--- config.mk ---
export PLATFORM = sky130hd
export DESIGN_NAME = hazard_sequencer
export DESIGN_NICKNAME = d
export VERILOG_FILES = /design/src/rtl/hazard_sequencer.sv
export SDC_FILE = /design/constraint.sdc
export NUM_CORES = 1
export LEC_CHECK = 0
export CORE_AREA = 2 2 85 87
export CTS_CLUSTER_DIAMETER = 50
export DETAILED_ROUTE_END_ITERATION = 10
export DIE_AREA = 0 0 87 89
export MAX_ROUTING_LAYER = met4
export PLACE_DENSITY = 0.85
export SYNTH_ARGS = -nofsm -noshare
export SYNTH_HDL_FRONTEND = slang
export SYNTH_SLANG_ARGS = --single-unit
export TNS_END_PERCENT = 10
--- constraint.sdc ---
create_clock -name clk -period 2.9 [get_ports clk]
set_input_delay 0.29 -clock clk [delete_from_list [all_inputs] [get_ports clk]]
set_output_delay 0.29 -clock clk [all_outputs]
set_load 0.02 [all_outputs]
--- src/rtl/hazard_sequencer.sv ---
// Load-use stall and taken-branch flush sequencer. Outputs are combinational in the same cycle as the inputs; state and counters are registered.
// No backpressure: a stall holds PC and IF/ID for one cycle per load, and a redirect runs FLUSH_LEN flush cycles.
module hazard_sequencer #(
  parameter int FLUSH_LEN = 2,
  parameter int ZERO_REG  = 31
) (
  input  logic        clk,
  input  logic        rst_n,
  input  logic [4:0]  id_rn,
  input  logic [4:0]  id_rm,
  input  logic        id_uses_rm,
  input  logic        id_valid,
  input  logic        ex_mem_read,
  input  logic [4:0]  ex_rd,
  input  logic        mem_pcsrc,
  input  logic [63:0] mem_branch_addr,
  output logic        pc_write,
  output logic        ifid_write,
  output logic        idex_bubble,
  output logic        flush,
  output logic        pc_sel,
  output logic [63:0] pc_target,
  output logic [1:0]  state,
  output logic [15:0] stall_cnt,
  output logic [15:0] flush_cnt
);

  typedef enum logic [1:0] {
    ST_RUN   = 2'b00,
    ST_FLUSH = 2'b01
  } state_t;

  localparam logic [4:0] LP_ZERO_REG   = 5'(ZERO_REG);
  localparam logic [2:0] LP_FLUSH_INIT = 3'(FLUSH_LEN - 1);

  state_t      r_state;
  logic [2:0]  r_flush_left;
  logic [15:0] r_stall_cnt;
  logic [15:0] r_flush_cnt;

  logic w_hazard;
  logic w_redirect;
  logic w_stall_evt;

  // The zero register is hardwired, so a load targeting it can never feed a consumer.
  assign w_hazard = ex_mem_read & id_valid & (ex_rd != LP_ZERO_REG) &
                    ((ex_rd == id_rn) | (id_uses_rm & (ex_rd == id_rm)));

  assign w_redirect  = (r_state == ST_RUN) & mem_pcsrc;
  assign w_stall_evt = (r_state == ST_RUN) & ~mem_pcsrc & w_hazard;

  always_comb begin
    pc_write    = 1'b0;
    ifid_write  = 1'b0;
    idex_bubble = 1'b1;
    flush       = 1'b1;
    pc_sel      = 1'b0;
    pc_target   = 64'd0;
    if (rst_n) begin
      case (r_state)
        ST_RUN: begin
          if (mem_pcsrc) begin
            pc_write    = 1'b1;
            ifid_write  = 1'b1;
            idex_bubble = 1'b1;
            flush       = 1'b1;
            pc_sel      = 1'b1;
            pc_target   = mem_branch_addr;
          end else if (w_hazard) begin
            pc_write    = 1'b0;
            ifid_write  = 1'b0;
            idex_bubble = 1'b1;
            flush       = 1'b0;
          end else begin
            pc_write    = 1'b1;
            ifid_write  = 1'b1;
            idex_bubble = 1'b0;
            flush       = 1'b0;
          end
        end
        ST_FLUSH: begin
          pc_write    = 1'b1;
          ifid_write  = 1'b1;
          idex_bubble = 1'b1;
          flush       = 1'b1;
        end
        default: begin
          pc_write    = 1'b0;
          ifid_write  = 1'b0;
        end
      endcase
    end
  end

  always_ff @(posedge clk or negedge rst_n) begin
    if (!rst_n) begin
      r_state      <= ST_RUN;
      r_flush_left <= 3'd0;
    end else begin
      case (r_state)
        ST_RUN: begin
          if (w_redirect) begin
            r_state      <= ST_FLUSH;
            r_flush_left <= LP_FLUSH_INIT;
          end
        end
        ST_FLUSH: begin
          if (r_flush_left == 3'd0) begin
            r_state <= ST_RUN;
          end else begin
            r_flush_left <= r_flush_left - 3'd1;
          end
        end
        default: begin
          r_state      <= ST_RUN;
          r_flush_left <= 3'd0;
        end
      endcase
    end
  end

  // Event counters stick at all-ones rather than wrapping.
  always_ff @(posedge clk or negedge rst_n) begin
    if (!rst_n) begin
      r_stall_cnt <= 16'd0;
      r_flush_cnt <= 16'd0;
    end else begin
      if (w_stall_evt && (r_stall_cnt != 16'hFFFF)) begin
        r_stall_cnt <= r_stall_cnt + 16'd1;
      end
      if (w_redirect && (r_flush_cnt != 16'hFFFF)) begin
        r_flush_cnt <= r_flush_cnt + 16'd1;
      end
    end
  end

  assign state     = r_state;
  assign stall_cnt = r_stall_cnt;
  assign flush_cnt = r_flush_cnt;

endmodule

Yosys cells after proc, flatten, opt, wreduce, memory -nomap -nowiden --
Cells that the tools add are included.
Word-level totals: flip-flop bits (word level) 37, latch bits 0, bits in writable memories 0, ROM bits 0, output and inout port bits 103, memories 0
Cells by class: add/subtract/negate cells 3, multiply operators 0, div/mod/pow operators 0, order comparisons 0, equal/unequal tests 9, shifts and indexed selects 0, muxes and demuxes 22, bitwise operators 9, reductions and logical operators 6
Operators with widths (number):
- $mux W64 | 3
- $add A16 B1 Y16 const B | 2
- $ne A16 B16 Y1 const B | 2
- $mux W1 | 12
- $eq A5 B5 Y1 | 2
- $and A1 B1 Y1 | 7
- $mux W3 | 2
- $ne A2 B2 Y1 const B | 3
- $pmux W3 S2 | 1
- $ne A5 B5 Y1 const B | 1
- $mux W2 | 2
- $pmux W2 S2 | 1
- $reduce_and A2 Y1 | 2
- $logic_not A3 Y1 | 1
- $sub A3 B1 Y3 const B | 1
- $eq A2 B1 Y1 const B | 1
- $logic_and A1 B1 Y1 | 2
- $logic_not A2 Y1 | 1
- $pmux W1 S2 | 1
- $not A1 Y1 | 1
- $or A1 B1 Y1 | 1

Longest topological paths before layout --
depth in word-level cells 8, depth in mapped cells 7

Worst setup path before layout --
Ideal clock, no wire load.
kind register -> output, start reg r_state[0] (netlist: state[0]), end out pc_write, data arrival time 1.615 ns, required time 2.610 ns, path slack 0.995 ns, cell stages (with the launch flop) 6, cell sequence dfrtp_1 -> or2_1 -> o32ai_2 -> buf_4 -> a21oi_1 -> buf_4
On the way: longest elaborated chain between the ends 3
Ends and longest elaborated chain:
- start: declaration | RTL line 36 | state_t r_state;
- start signal: assignment | RTL line 97 | r_state <= ST_RUN;
- start signal: assignment | RTL line 103 | r_state <= ST_FLUSH;
- start signal: assignment | RTL line 109 | r_state <= ST_RUN;
- $eq A2 B1 Y1 or $logic_not A2 Y1 (tied branches)
- $pmux W1 S2 *
- $mux W1 *
- end: declaration | RTL line 17 | output logic pc_write,
Mark *: on every way between the ends. The rest lies on a longest branch, timed or not.

Worst setup path in the final report --
start in ex_rd[1], end out pc_write
On the way: longest elaborated chain between the ends 8
Ends and longest elaborated chain:
- start: declaration | RTL line 14 | input logic [4:0] ex_rd,
- $eq A5 B5 Y1 | RTL line 47 | ((ex_rd == id_rn) | (id_uses_rm & (ex_rd == id_rm)));
- $and A1 B1 Y1 | RTL line 47
- $or A1 B1 Y1 | RTL line 47
- $and A1 B1 Y1 * | RTL line 46 | assign w_hazard = ex_mem_read & id_valid & (ex_rd != LP_ZERO_REG) &
- $mux W1 * | RTL line 69 | end else if (w_hazard) begin
- $mux W1 * | RTL line 62 | if (mem_pcsrc) begin
- $pmux W1 S2 * | RTL line 60 | case (r_state)
- $mux W1 * | RTL line 59 | if (rst_n) begin
Marks and branches as above.

==> run_results.csv <==
group,metric,value,unit
status,status,"complete, no violations",
setup_path,worstSetupEndpointType,"output port",
logic_synthesis,syn-num-nets,350,
sta,finalCritPeriodShare,0.890,
setup_path,rrSetupSlack,0.98,ns
global_routing,grt_first_pass_wirelength,11700,µm
routing,via_count,2539,
logic_synthesis,synth_top_family_by_area,"simple AND/OR/NAND/NOR gates",
logic_synthesis,synth-simple-area-share,0.365,
sta,finalCriticalPeriod,2.58,ns
logic_synthesis,synth-compound-area-share,0.0407,
logic_synthesis,synth.avg_cell_area,9.19,µm²
pwr,totalPowerFinal,1.92,mW
setup_path,slowest_delay,0.68,ns
floorplan,io_pins,188,
global_routing,initial_antenna_violation_count,0,
logic_synthesis,post_synth_num_cell_types,40,
routing,post-route-drc-count,0,
floorplan,design.die.area,7740,µm²
setup_path,r2r_end,"stall_cnt[1]",
routing,drt_iter0_drc,96,
cts,number_of_gates_given_a_new_drive_strength_after_cts,0,
logic_synthesis,mappedNetlistArea,2400,µm²
floorplan,die_w,87,µm
layout,multiInputGateArea,1420,µm²
global_routing,grt_max_degree,66,
setup_path,critical_path_required,2.61,ns
layout,footprint_of_the_flip_flops_and_latches,901,µm²
cts,cts.path.max_buffers,2,
place,post-dp-hpwl,6630,µm
layout,syn_to_final_growth,86.4,%
routing,drt.antenna.violating_nets,0,
cts,insertion_delay,0.29,ns
setup_path,worst_ep_arrival_time,2.29,ns
pwr,p_leak,1.76,nW
logic_synthesis,synthMuxAreaShare,0.0235,
place,preCtsSetupSlack,0.332,ns
global_routing,grt.total_usage,0.198,
setup_path,crit_path_cell_trace,"clkdlybuf4s50_1 > nand3_1 > o211ai_4 > inv_1 > a21oi_1 > clkdlybuf4s50_1",
global_routing,globalRoute.totalOverflow,0,
sta,achievable-frequency,387,MHz
logic_synthesis,synthAdderAreaFrac,0.0209,
setup_path,gate_family_responsible_for_the_most_delay_along_the_worst_path,"buffers and inverters",
floorplan,coreArea,6720,µm²
global_routing,grt_pass1_vias,2500,
logic_synthesis,synth.ff_latch_count,36,
job,cap_violations,0,
layout,antennaDiodeCount,0,
sta,finalMaxSlewViolations,0,
layout,finalNetCount,537,
place,portBuffers,186,
setup_path,critical-path-slowest-cell,"sky130_fd_sc_hd__clkdlybuf4s50_1",
logic_synthesis,yosysWarnings,0,
cts,numCtsBuffers,5,
logic_synthesis,synth.yosys.seq_area_share,0.376,
routing,finalWirelength,7920,µm
routing,detailed_router_iteration_count_before_antenna_repair,4,
cts,tritoncts,"yes",
layout,drive_gt1_frac,0.0690,
pwr,power_per_cell_area,430,nW/µm²
place,finalWeightedCongestion,0.803,
sta,finalSetupTns,0,ns
cts,clock_sinks,36,
layout,n_fill_cell,534,
routing,wire_per_inst,15.0,µm
min_path,worst_hold_path_type,"input port to asynchronous set/reset pin",
setup_path,category_of_the_worst_setup_path_launch_point,"input port",
sta,rsz_0062_raised_after_global_routing,"no",
pwr,worst_ir_drop_vdd,0.211,mV
setup_path,maximum_fanout_along_the_worst_path,5,
floorplan,die_height,89,µm
cts,cts-hold-fix-buffers,0,
cts,cts.repair_timing.setup_buffer_count,0,
sta,post-route-worst-setup-slack,0.318,ns
sta,hold_slack,0.492,ns
setup_path,crit_type,"input port to output port",
setup_path,r2r.worst_path.cells,6,
floorplan,floorplan.initialDensity,0.357,
floorplan,fp-row-count,30,
cts,ctsRootBufferMaster,"sky130_fd_sc_hd__clkbuf_8",
setup_path,r2r_start,"stall_cnt[0]",
cts,ctsHtreeMaxLevel,2,
logic_synthesis,share_of_the_synthesized_netlist_area_taken_by_xor_and_xnor_gates,0.139,
sta,clock-skew-final,0.00618,ns
logic_synthesis,syn_inst,261,
sta,report.final.setup_viol,0,
sta,final_hold_fails,0,
cts,cts.reportedPaths.clkPinSlew,0.07,ns
setup_path,worst_path_most_repeated_cell,"sky130_fd_sc_hd__clkdlybuf4s50_1",
setup_path,cp.buffers_inverters,3,
routing,mean_number_of_vias_per_cell,4.80,
-- registers in the layout, indices dropped and copies added, names as in the netlist --
signal        count
r_flush_left      3
state             1
stall_cnt        16
flush_cnt        16
-- synthesized netlist by cell type (all sizes together) --
master   n  area (µm²)
buf      4        27.5
nor3     5        40.0
or3      1        6.26
a31oi    2        12.5
and3     5        33.8
nor2    16        62.6
xnor2   32         280
a21o     1        7.51
o22ai    2        12.5
o32ai    1        16.3
a21oi    3        18.8
nand2b   2        12.5
inv      7        26.3
or2      3        21.3
nor4     3        40.0
xor2     6        52.6
conb     1        3.75
dfrtp   36         901
nand4b   1        8.76
ha       4        50.1
a22o     1        8.76
and2    64         400
nand2   15        56.3
o211ai   1        21.3
clkbuf   7        26.3
nor2b    1        6.26
nand4   17         113
mux2     5        56.3
nand3   15        75.1
-- worst max-delay path by stage --
stage          depth (start not counted)  endpoint     start
3_3_place_gp                           6  pc_write  ex_rd[2]
2_1_floorplan                          5  pc_write  state[0]
5_1_grt                                6  pc_write  ex_rd[1]
3_5_place_dp                           6  pc_write  ex_rd[1]
6_report                               6  pc_write  ex_rd[1]
4_1_cts                                6  pc_write  ex_rd[1]
-- through the flow --
stage          std cells  instance area (µm²)  utilization
2_1_floorplan        261                 2400            -
3_3_place_gp         521                 4360        0.649
3_5_place_dp         521                 4360        0.649
4_1_cts              529                 4470        0.665
5_1_grt              529                 4470        0.665
6_report             529                 4470        0.665
-- power by group --
part           total (mW)  internal (mW)  switching (mW)
Sequential          0.662          0.578          0.0840
Combinational       0.823          0.445           0.378
Clock               0.437          0.254           0.182
Total                1.92           1.28           0.645
-- layout by cell type, fill, tap and decap left out, types with 6 or more instances in the layout --
master                            netlist  layout
sky130_fd_sc_hd__nand3_1               15      15
sky130_fd_sc_hd__nand2_1               15      15
sky130_fd_sc_hd__xor2_1                 6       6
sky130_fd_sc_hd__nor2_1                15      14
sky130_fd_sc_hd__xnor2_1               32      32
sky130_fd_sc_hd__clkdlybuf4s50_1        0     186
sky130_fd_sc_hd__nand4_1               16      16
sky130_fd_sc_hd__inv_1                  7       7
sky130_fd_sc_hd__dfrtp_1               36      36
sky130_fd_sc_hd__and2_1                64      64
-- final cells by class --
type,instances,share of cell area
clock buffers,5,0.0154
flip-flops and latches,36,0.202
well taps,80,0.0224
clock inverters,3,0.00952
multi-input cells,207,0.317
inverters,7,0.00588
repair buffers,191,0.428
-- kinds of logic after synthesis --
logic type               count (synthesis)
AO/OA/AOI/OAI                           11
XOR/XNOR                                38
adder cells (fa/ha/maj)                  4
buffers and inverters                   18
flip-flops                              36
multiplexers                             5
other                                    1
AND/OR/NAND/NOR                        148
-- layer usage --
metal	up-vias	share of wire	GRT usage	wire length, µm
met5	-	0	-	0
met4	0	0.0067	0.0412	53
met3	5	0.052	0.0332	408
met2	111	0.55	0.367	4360
met1	1183	0.39	0.225	3100
li1	1240	-	-	-
-- worst reg2reg max path: cells and delay by family (launching register included) --
family	cells	cell delay (ns)
AO/OA/AOI/OAI	1	0.38
adder cells (fa/ha/maj)	1	0.24
flip-flops	1	0.43
multiplexers	1	0.33
AND/OR/NAND/NOR	3	0.41
Note: power is estimated with default switching activity, not from simulation.
